$ cat config.mk
export PLATFORM = sky130hd
export DESIGN_NAME = spirxdata_flat
export DESIGN_NICKNAME = d
export VERILOG_FILES = /design/src/rtl/sdspi_pkg.sv /design/src/rtl/spirxdata_if.sv /design/src/rtl/sdcrc16.sv /design/src/rtl/spirxdata.sv /design/src/flat_wrapper.sv
export SDC_FILE = /design/constraint.sdc
export NUM_CORES = 1
export LEC_CHECK = 0
export ABC_AREA = 0
export CORE_UTILIZATION = 55
export DETAILED_ROUTE_END_ITERATION = 8
export GPL_ROUTABILITY_DRIVEN = 0
export PLACE_DENSITY_LB_ADDON = 0.15
export REMOVE_ABC_BUFFERS = 1
export SYNTH_ARGS = -nofsm -noshare
export SYNTH_HDL_FRONTEND = slang
export SYNTH_SLANG_ARGS = --single-unit
$ cat constraint.sdc
create_clock -name i_clk -period 4.05 [get_ports i_clk]
set_input_delay 1.0125 -clock i_clk [delete_from_list [all_inputs] [get_ports i_clk]]
set_output_delay 1.0125 -clock i_clk [all_outputs]
set_load 0.05 [all_outputs]
$ cat src/rtl/sdspi_pkg.sv
// ---------------------------------------------------------------------------
// sdspi_pkg
//   Shared constants and types for the SD-over-SPI receive data path.
//   - CRC_POLYNOMIAL : CRC-16 (CCITT) generator used on data blocks
//   - START_TOKEN    : single-block data start token
//   - IDLE_BYTE      : value clocked on MOSI while reading / card idle fill
//   - state_t        : receive sequencer states
//   - crc16_byte     : one-byte MSB-first CRC-16 update, init/no reflection
// ---------------------------------------------------------------------------
package sdspi_pkg;

    localparam logic [15:0] CRC_POLYNOMIAL = 16'h1021;
    localparam logic [7:0]  START_TOKEN    = 8'hFE;
    localparam logic [7:0]  IDLE_BYTE      = 8'hFF;

    typedef enum logic [2:0] {
        IDLE,
        TOKEN,
        DATA,
        CRC_HI,
        CRC_LO,
        DONE
    } state_t;

    function automatic logic [15:0] crc16_byte(input logic [15:0] crc,
                                               input logic [7:0]  din);
        logic [15:0] c;
        c = crc;
        for (int unsigned i = 0; i < 8; i++) begin
            if (c[15] ^ din[3'(7 - i)])
                c = {c[14:0], 1'b0} ^ CRC_POLYNOMIAL;
            else
                c = {c[14:0], 1'b0};
        end
        return c;
    endfunction

endpackage

$ cat src/rtl/spirxdata_if.sv
// ---------------------------------------------------------------------------
// spirxdata_if
//   Bundles the two buses of the SPI block receiver:
//   - low-level SPI byte engine : o_ll_stb/i_ll_busy request handshake,
//     o_ll_byte transmit byte, i_ll_stb/i_ll_byte received byte
//   - buffer memory write port  : o_write, o_addr[AW], o_data[DW]
//   Signal names carry the receiver's point of view (o_ = driven by it).
//   modport master : the receiver (spirxdata)
//   modport slave  : the byte engine plus buffer memory
// ---------------------------------------------------------------------------
interface spirxdata_if #(
    parameter int AW = 8,
    parameter int DW = 32
);
    logic          o_ll_stb;
    logic          i_ll_busy;
    logic [7:0]    o_ll_byte;
    logic          i_ll_stb;
    logic [7:0]    i_ll_byte;
    logic          o_write;
    logic [AW-1:0] o_addr;
    logic [DW-1:0] o_data;

    modport master (
        output o_ll_stb, o_ll_byte, o_write, o_addr, o_data,
        input  i_ll_busy, i_ll_stb, i_ll_byte
    );

    modport slave (
        input  o_ll_stb, o_ll_byte, o_write, o_addr, o_data,
        output i_ll_busy, i_ll_stb, i_ll_byte
    );
endinterface

$ cat src/rtl/sdcrc16.sv
// ---------------------------------------------------------------------------
// sdcrc16
//   Byte-wise CRC-16 (poly 0x1021, init 0, MSB first, no reflection).
//   i_clk     : clock
//   i_reset_n : asynchronous active-low reset, clears the CRC
//   i_clear   : synchronous clear to 0 (takes priority over i_en)
//   i_en      : fold i_byte into the CRC this cycle
//   i_byte    : data byte
//   o_crc     : current CRC state
// ---------------------------------------------------------------------------
module sdcrc16
    import sdspi_pkg::*;
(
    input  logic        i_clk,
    input  logic        i_reset_n,
    input  logic        i_clear,
    input  logic        i_en,
    input  logic [7:0]  i_byte,
    output logic [15:0] o_crc
);

    always_ff @(posedge i_clk or negedge i_reset_n) begin
        if (!i_reset_n)
            o_crc <= '0;
        else if (i_clear)
            o_crc <= '0;
        else if (i_en)
            o_crc <= crc16_byte(o_crc, i_byte);
    end

endmodule

$ cat src/rtl/spirxdata.sv
// ---------------------------------------------------------------------------
// spirxdata
//   Receives one SD data block over a byte-wide SPI engine: waits for the
//   start token, packs 2^lgblksz data bytes into DW-bit words written to a
//   buffer, then checks the trailing CRC-16.
//
//   i_clk, i_reset_n : clock, asynchronous active-low reset
//   i_start          : begin a block read (ignored while busy)
//   i_lgblksz        : log2 of block size in bytes (3..9)
//   i_fifo           : buffer select, becomes MSB of the write address
//   o_busy           : transfer in progress
//   bus              : spirxdata_if.master (byte engine + buffer write port)
//   o_done           : one-cycle completion pulse
//   o_err            : bad token / CRC mismatch / timeout, held to next start
//   o_response       : last token byte seen
//
//   Optional: `define SPIRXDATA_TIMEOUT_EN to abort after TIMEOUT_BYTES
//   consecutive 0xFF bytes while waiting for the start token.
// ---------------------------------------------------------------------------
module spirxdata
    import sdspi_pkg::*;
#(
    parameter int          DW                = 32,
    parameter int          AW                = 8,
    parameter logic        OPT_LITTLE_ENDIAN = 1'b0,
    parameter logic [15:0] TIMEOUT_BYTES     = 16'd4096
) (
    input  logic                i_clk,
    input  logic                i_reset_n,
    input  logic                i_start,
    input  logic [3:0]          i_lgblksz,
    input  logic                i_fifo,
    output logic                o_busy,
    spirxdata_if.master         bus,
    output logic                o_done,
    output logic                o_err,
    output logic [7:0]          o_response
);

    localparam logic [AW-2:0] ADDR_ONE = 1;

    state_t        state;
    logic          pending;     // a byte request was accepted, reply not yet seen
    logic [3:0]    lgblksz;
    logic [9:0]    byte_cnt;
    logic [9:0]    last_byte;
    logic [DW-1:0] gear;
    logic [DW-1:0] gear_next;
    logic [7:0]    crc_hi;
    logic [15:0]   crc;
    logic          rx;
    logic [7:0]    rx_byte;
    logic          active;

`ifdef SPIRXDATA_TIMEOUT_EN
    logic [15:0]   tmo_cnt;
`else
    logic          unused_timeout;
    assign unused_timeout = ^TIMEOUT_BYTES;
`endif

    // Replies arriving with nothing outstanding are dropped here.
    assign rx        = pending && bus.i_ll_stb;
    assign rx_byte   = bus.i_ll_byte;
    assign bus.o_ll_byte = IDLE_BYTE;
    assign last_byte = 10'((16'd1 << lgblksz) - 16'd1);
    assign active    = state inside {TOKEN, DATA, CRC_HI, CRC_LO};

    always_comb begin
        gear_next = gear;
        if (OPT_LITTLE_ENDIAN)
            gear_next = {rx_byte, gear[DW-1:8]};
        else
            gear_next = {gear[DW-9:0], rx_byte};
    end

    sdcrc16 u_crc (
        .i_clk     (i_clk),
        .i_reset_n (i_reset_n),
        .i_clear   ((state == IDLE) && i_start),
        .i_en      (rx && (state == DATA)),
        .i_byte    (rx_byte),
        .o_crc     (crc)
    );

    always_ff @(posedge i_clk or negedge i_reset_n) begin
        if (!i_reset_n) begin
            state        <= IDLE;
            pending      <= 1'b0;
            lgblksz      <= '0;
            byte_cnt     <= '0;
            gear         <= '0;
            crc_hi       <= '0;
            o_busy       <= 1'b0;
            o_done       <= 1'b0;
            o_err        <= 1'b0;
            o_response   <= '0;
            bus.o_ll_stb <= 1'b0;
            bus.o_write  <= 1'b0;
            bus.o_addr   <= '0;
            bus.o_data   <= '0;
`ifdef SPIRXDATA_TIMEOUT_EN
            tmo_cnt      <= '0;
`endif
        end else begin
            bus.o_write <= 1'b0;
            o_done      <= 1'b0;

            // Address advances in the cycle the write is presented.
            if (bus.o_write)
                bus.o_addr[AW-2:0] <= bus.o_addr[AW-2:0] + ADDR_ONE;

            // One request in flight: raise, hold through busy, then wait
            // for the reply before asking again.
            if (bus.o_ll_stb) begin
                if (!bus.i_ll_busy) begin
                    bus.o_ll_stb <= 1'b0;
                    pending      <= 1'b1;
                end
            end else if (active && !pending) begin
                bus.o_ll_stb <= 1'b1;
            end
            if (rx)
                pending <= 1'b0;

            case (state)
                IDLE: begin
                    if (i_start) begin
                        state      <= TOKEN;
                        o_busy     <= 1'b1;
                        o_err      <= 1'b0;
                        bus.o_addr <= {i_fifo, {(AW-1){1'b0}}};
                        lgblksz    <= i_lgblksz;
                        byte_cnt   <= '0;
`ifdef SPIRXDATA_TIMEOUT_EN
                        tmo_cnt    <= '0;
`endif
                    end
                end
                TOKEN: begin
                    if (rx) begin
                        if (rx_byte == IDLE_BYTE) begin
`ifdef SPIRXDATA_TIMEOUT_EN
                            if (tmo_cnt == TIMEOUT_BYTES - 16'd1) begin
                                state      <= DONE;
                                o_err      <= 1'b1;
                                o_response <= IDLE_BYTE;
                            end else begin
                                tmo_cnt <= tmo_cnt + 16'd1;
                            end
`endif
                        end else if (rx_byte == START_TOKEN) begin
                            o_response <= rx_byte;
                            state      <= DATA;
                        end else begin
                            o_response <= rx_byte;
                            o_err      <= 1'b1;
                            state      <= DONE;
                        end
                    end
                end
                DATA: begin
                    if (rx) begin
                        gear     <= gear_next;
                        byte_cnt <= byte_cnt + 10'd1;
                        if (byte_cnt[1:0] == 2'd3) begin
                            bus.o_write <= 1'b1;
                            bus.o_data  <= gear_next;
                        end
                        if (byte_cnt == last_byte)
                            state <= CRC_HI;
                    end
                end
                CRC_HI: begin
                    if (rx) begin
                        crc_hi <= rx_byte;
                        state  <= CRC_LO;
                    end
                end
                CRC_LO: begin
                    if (rx) begin
                        o_err <= ({crc_hi, rx_byte} != crc);
                        state <= DONE;
                    end
                end
                DONE: begin
                    o_done <= 1'b1;
                    o_busy <= 1'b0;
                    state  <= IDLE;
                end
                default: state <= IDLE;
            endcase
        end
    end

endmodule

$ cat src/flat_wrapper.sv
// flat-port wrapper written by rule: the top's interface ports become plain ports
module spirxdata_flat import sdspi_pkg::*;
#(
    parameter int          DW                = 32,
    parameter int          AW                = 8,
    parameter logic        OPT_LITTLE_ENDIAN = 1'b0,
    parameter logic [15:0] TIMEOUT_BYTES     = 16'd4096
)
  (i_clk, i_reset_n, i_start, i_lgblksz, i_fifo, o_busy, o_done, o_err, o_response, bus_o_ll_stb, bus_o_ll_byte, bus_o_write, bus_o_addr, bus_o_data, bus_i_ll_busy, bus_i_ll_stb, bus_i_ll_byte);
  spirxdata_if #(.AW(AW), .DW(DW)) bus_i ();
  input  logic i_clk;
  input  logic i_reset_n;
  input  logic i_start;
  input  logic [3:0] i_lgblksz;
  input  logic i_fifo;
  output logic o_busy;
  output logic o_done;
  output logic o_err;
  output logic [7:0] o_response;
  output wire logic [$bits(bus_i.o_ll_stb)-1:0] bus_o_ll_stb;
  output wire logic [$bits(bus_i.o_ll_byte)-1:0] bus_o_ll_byte;
  output wire logic [$bits(bus_i.o_write)-1:0] bus_o_write;
  output wire logic [$bits(bus_i.o_addr)-1:0] bus_o_addr;
  output wire logic [$bits(bus_i.o_data)-1:0] bus_o_data;
  input wire logic [$bits(bus_i.i_ll_busy)-1:0] bus_i_ll_busy;
  input wire logic [$bits(bus_i.i_ll_stb)-1:0] bus_i_ll_stb;
  input wire logic [$bits(bus_i.i_ll_byte)-1:0] bus_i_ll_byte;
  assign bus_o_ll_stb = bus_i.o_ll_stb;
  assign bus_o_ll_byte = bus_i.o_ll_byte;
  assign bus_o_write = bus_i.o_write;
  assign bus_o_addr = bus_i.o_addr;
  assign bus_o_data = bus_i.o_data;
  assign bus_i.i_ll_busy = bus_i_ll_busy;
  assign bus_i.i_ll_stb = bus_i_ll_stb;
  assign bus_i.i_ll_byte = bus_i_ll_byte;
  spirxdata #(.DW(DW), .AW(AW), .OPT_LITTLE_ENDIAN(OPT_LITTLE_ENDIAN), .TIMEOUT_BYTES(TIMEOUT_BYTES)) u_core (.i_clk(i_clk), .i_reset_n(i_reset_n), .i_start(i_start), .i_lgblksz(i_lgblksz), .i_fifo(i_fifo), .o_busy(o_busy), .bus(bus_i), .o_done(o_done), .o_err(o_err), .o_response(o_response));
endmodule
# After elaboration in Yosys (flattened, before gate mapping)
# Index checks and enable logic that the tools add are counted.
# op_classes
n_addsub,3
n_eq_ne,19
shifts,1
muxes,57
n_bitwise,17
n_reduce_logical,22
# ops
cell,count
$mux 16,16
$mux 13,8
$mux 3,8
$not 3->3,8
$mux 7,3
$mux 10,2
$pmux 10 s2,1
$eq 8x8->1 const B,2
$mux 1,16
$ne 16x16->1,1
$pmux 3 s5,1
$add 10x1->10 const B,1
$eq 10x10->1,1
$ne 2x1->1 const B,5
$reduce_and 2->1,5
$shl 1x4->10 const A,1
$sub 10x1->10 const B,1
$reduce_and 3->1,3
$ne 2x2->1 const B,4
$reduce_bool 2->1,4
$xor 1x1->1,8
$add 7x1->7 const B,1
$reduce_and 7->1,1
$eq 3x2->1 const B,2
12 further kinds,16
# totals
reg_bits,119
input_bits,18
out_inout_bits,61
word_cells,135

# Logic depth before layout (Yosys ltp)
# logic_depth
word_depth,32
depth_mapped,9
ltp_nobuf,8

# Modules after synthesis
# Synthesis repeated with hierarchy kept, for this count alone.
# hier_totals
hier_cells,457
area_unflattened_um2,5749.3
# by_module_without_submodules
module,n_inst,cells_per_inst,area_per_inst_um2,seq_area_each_um2
spirxdata,1,378,4705.8,2577.5
sdcrc16,1,79,1043.5,400.4

# Least setup slack after synthesis
# No wires, ideal clock.
# synth_path
path_kind,input -> register
startpoint,in bus_i_ll_byte[7]
endpoint,reg u_core.o_err
setup_ps,125
arrival_time_ps,2161
required_time_ps,3925
slack_ps,1765
path_stages,6
path_buffers,1
path_cell_list,buf_2 -> xor2_1 -> nor4_1 -> nand4_1 -> o32a_1 -> mux2_2
# synth_between
elab_chain_cells,3
elab_cells_between_ends,8
classes_between,5 x eq/ne; 2 x mux; 1 x reduce/logical
# synth_rtl
element,line_no,source
"start, declared",flat_wrapper.sv:27,input wire logic [$bits(bus_i.i_ll_byte)-1:0] bus_i_ll_byte;
$ne 16x16->1 (tied with other cells),spirxdata.sv:182,"o_err <= ({crc_hi, rx_byte} != crc);"
$mux 1 or $ne 2x2->1 (tied branches),--,
$pmux 1 s3 or $reduce_and 6->1 (tied branches),--,
"end signal, assigned",spirxdata.sv:182,
"end, declared",spirxdata.sv:36,"output logic o_err,"
# Several ways; a longest one is shown, not always the timed one. The select of a mux whose other input is x is not followed.
# A chain may end at the register's enable or synchronous reset.

# Final worst setup path
# layout_path
startpoint,reg u_core.bus.o_write
endpoint,out bus_o_write
# layout_lines
element,line_no,source
"start, declared",spirxdata_if.sv:25,"output o_ll_stb, o_ll_byte, o_write, o_addr, o_data,"
"start signal, assigned",spirxdata.sv:99,bus.o_write <= 1'b0;
"start signal, assigned",spirxdata.sv:106,bus.o_write <= 1'b0;
"start signal, assigned",spirxdata.sv:167,bus.o_write <= 1'b1;
"end, declared",flat_wrapper.sv:22,output wire logic [$bits(bus_i.o_write)-1:0] bus_o_write;
# No word-level cell between the ends.

==> flow_summary.yaml <==
grt:
  first_global_vias: 3882
  gr-usage-all-layers_pct: 25.0
  grt_pass1_wl_um: 19800
  grt_use_met3_pct: 7.12
  met2_usage_pct: 39.5
  grt_overflow: 0
  grtUsageMet1_pct: 33.7
  grt_antenna_before_repair: 0
  grt_max_degree: 70
  top_usage_layer: "met2"
clocking:
  clk_latency_ns: 0.52
  cts_resized: 0
  cts_setup_buffers: 0
  ctsHoldBuffers: 0
  cts_root_buffer: "clkbuf_8"
  cts_sinks: 119
  cts_tree: "done"
  cts_max_level: 4
  cts.path.max_buffers: 2
  clk_pin_slew_ns: 0.05
  cts_made_buffers: 17
sta:
  rsz0062_at_grt: "false"
  fin_crit_ns: 2.81
  skew_ns: 0.0106
  fin_crit_sh_pct: 69.3
  setup_viol: 0
  fin_tns_setup_ns: 0
  finalMaxSlewViolations: 0
  setup_slack_ns: 1.24
  whs_ns: 0.480
  relSlewSlack_pct: 41.9
  fmax_mhz: 356
  tightest_slew_ns: 0.872
  finalHoldViolations: 0
power_and_ir_drop:
  p_leak_nw: 3.33
  power_density_mw_per_mm2: 839
  irDropWorstVdd_mv: 0.416
  total_power_mw: 5.81
place:
  dp_hpwl_um: 7660
  dp_slack_ns: 0.953
  portBuffers: 70
run:
  cap_violations: 0
detailed_routing:
  ant_nets: 0
  vias: 4005
  dr.pass1.iters: 6
  wl_um: 11800
  drt_iter0_drc: 182
  viasPerCell: 5.46
  wl_per_cell_um: 16.1
  drcViolationCount: 0
critical_path:
  path_delay_family: "buffers and inverters"
  rr_worst_depth: 8
  crit_buf_inv: 1
  cp_slowest_cell: "clkdlybuf4s50_1"
  worstPathArrival_ns: 1.80
  reg2reg_setup_slack_ns: 1.65
  worstSetupEndpoint: "bus_o_write"
  cp-startpoint: "u_core.bus.o_write"
  cpPeakStageDelay_ns: 0.84
  path_cells: "clkdlybuf4s50_1"
  cp-start-kind: "register"
  timing.rr.end: "u_core.state[0]"
  path_max_fanout: 6
  critPathKind: "reg2out"
  r2r-start: "u_core.lgblksz[1]"
  required_ns: 3.04
  cp.depth: 1
  worstSetupEndpointType: "output port"
cells_and_area:
  nets: 609
  finish.utilization_pct: 70.2
  n_antenna_cell: 0
  nFillCells: 730
  drive_gt1_share_pct: 15.3
  areaGrowthSynthToFinish_pct: 22.7
synth:
  synth_compound_area_share_pct: 6.03
  syn-cell-area_mm2: 0.00564
  ys.flop_type: "dfrtp_1"
  yosysWarnings: 0
  yosysSeqAreaShare_pct: 52.8
  synth-simple-area-share_pct: 15.8
  synth_common_cells: "dfrtp_1, nand2_1, xor2_1, o21ai_0, mux2_4"
  synth_top_family_by_area: "simple AND/OR/NAND/NOR gates"
  synth-seq-cells: 119
  muxShareOfSynthArea_pct: 11.3
  ys_types: 46
  synth_top_cell_by_area: "dfrtp_1"
  synthAdderAreaFrac_pct: 0.665
  synthCells: 525
  synth_edf_count: 0
  avgSynthCellArea_um2: 10.8
  yosysMostFrequentCell: "dfrtp_1"
  async_reset_ff_share_pct: 100
  synthTopCellsByArea: "dfrtp_1, nand2_1, mux2_4"
  synth_xor_area_share_pct: 8.85
  synth_top_area_share_pct: 52.8
floorplan:
  die_x_um: 103
  die-area_mm2: 0.0107
  rows: 36
  start_util_pct: 57.2
  num_io_pins: 79
  fp.coreArea_mm2: 0.00986
  die_h_um: 103
run_status:
  status: "completed"
worst_hold_path:
  min_path_type: "reg2reg"
[sequential cells by signal, summed over array words and instances, names as in the netlist, 3 cells and up]
register            count
u_core.bus.o_addr       8
u_core.u_crc.o_crc     16
u_core.state            3
u_core.lgblksz          4
u_core.gear            24
u_core.crc_hi           8
u_core.o_response       8
u_core.byte_cnt        10
u_core.bus.o_data      32
[metrics by stage]
step,cell area [um^2],instances
2_1_floorplan,5440,493
3_5_place_dp,6350,702
3_3_place_gp,6350,702
6_report,6920,733
4_1_cts,6920,733
5_1_grt,6920,733
[worst min-delay path, delay by kind of cell, from the launching register on]
| family | cells | cell delay, ns |
|---|---|---|
| flops | 1 | 0.34 |
| simple gates | 2 | 0.11 |
[layer usage]
metal	up-vias	share of wire, %
li1	1882	-
met2	118	50
met4	0	0.93
met1	1994	45
met3	11	4.6
met5	-	0
[cell usage in the layout, fill, tap and decap left out, drive strengths merged, types with 4 or more instances in the layout]
cell           count
nand2            112
a211oi             6
o21ai             27
inv                9
clkinvlp           4
clkdlybuf4s50     69
xnor2             24
nor2              23
xor2              33
clkinv             4
mux2              47
nand4              8
nor3               7
buf                7
dfrtp            119
and3               4
clkbuf            18
nand3             23
conb               8
a21oi              6
[cell type report]
| type | instances | area [um^2] | area share, % |
|---|---|---|---|
| clock buffer | 18 | 428 | 6.18 |
| tap | 133 | 166 | 2.40 |
| inverter | 6 | 22.5 | 0.325 |
| sequential | 119 | 2980 | 43.0 |
| clock inverter | 13 | 148 | 2.13 |
| multi-input combinational | 368 | 2440 | 35.2 |
| timing repair buffer | 76 | 743 | 10.7 |
[cell families (layout without fill, tap and decap cells)]
logic type / after synthesis / in the layout
AOI/OAI and AO/OA: 56 / 56
other: 1 / 8
adders and majority gates: 3 / 3
xor gates and xnor gates: 57 / 57
DFF: 119 / 119
buffers and inverters: 45 / 113
and+or+nand+nor: 196 / 196
muxes: 48 / 48
[where the power goes]
| group | switching [mW] | total (mW) | internal [mW] |
|---|---|---|---|
| Clock | 0.557 | 1.45 | 0.894 |
| Combinational | 1.39 | 2.32 | 0.927 |
| Sequential | 0.418 | 2.04 | 1.62 |
[worst min path at each step]
stage,cells past startpoint,from,endpoint
floorplan,2,u_core.gear[16],u_core.gear[16]
global placement,2,u_core.bus.o_addr[7],u_core.bus.o_addr[7]
detailed placement,2,u_core.gear[21],u_core.gear[21]
CTS,2,u_core.gear[23],u_core.gear[23]
global route,2,u_core.gear[23],u_core.gear[23]
finish,2,u_core.bus.o_addr[7],u_core.bus.o_addr[7]
Note: power is estimated with default switching activity, not from simulation.
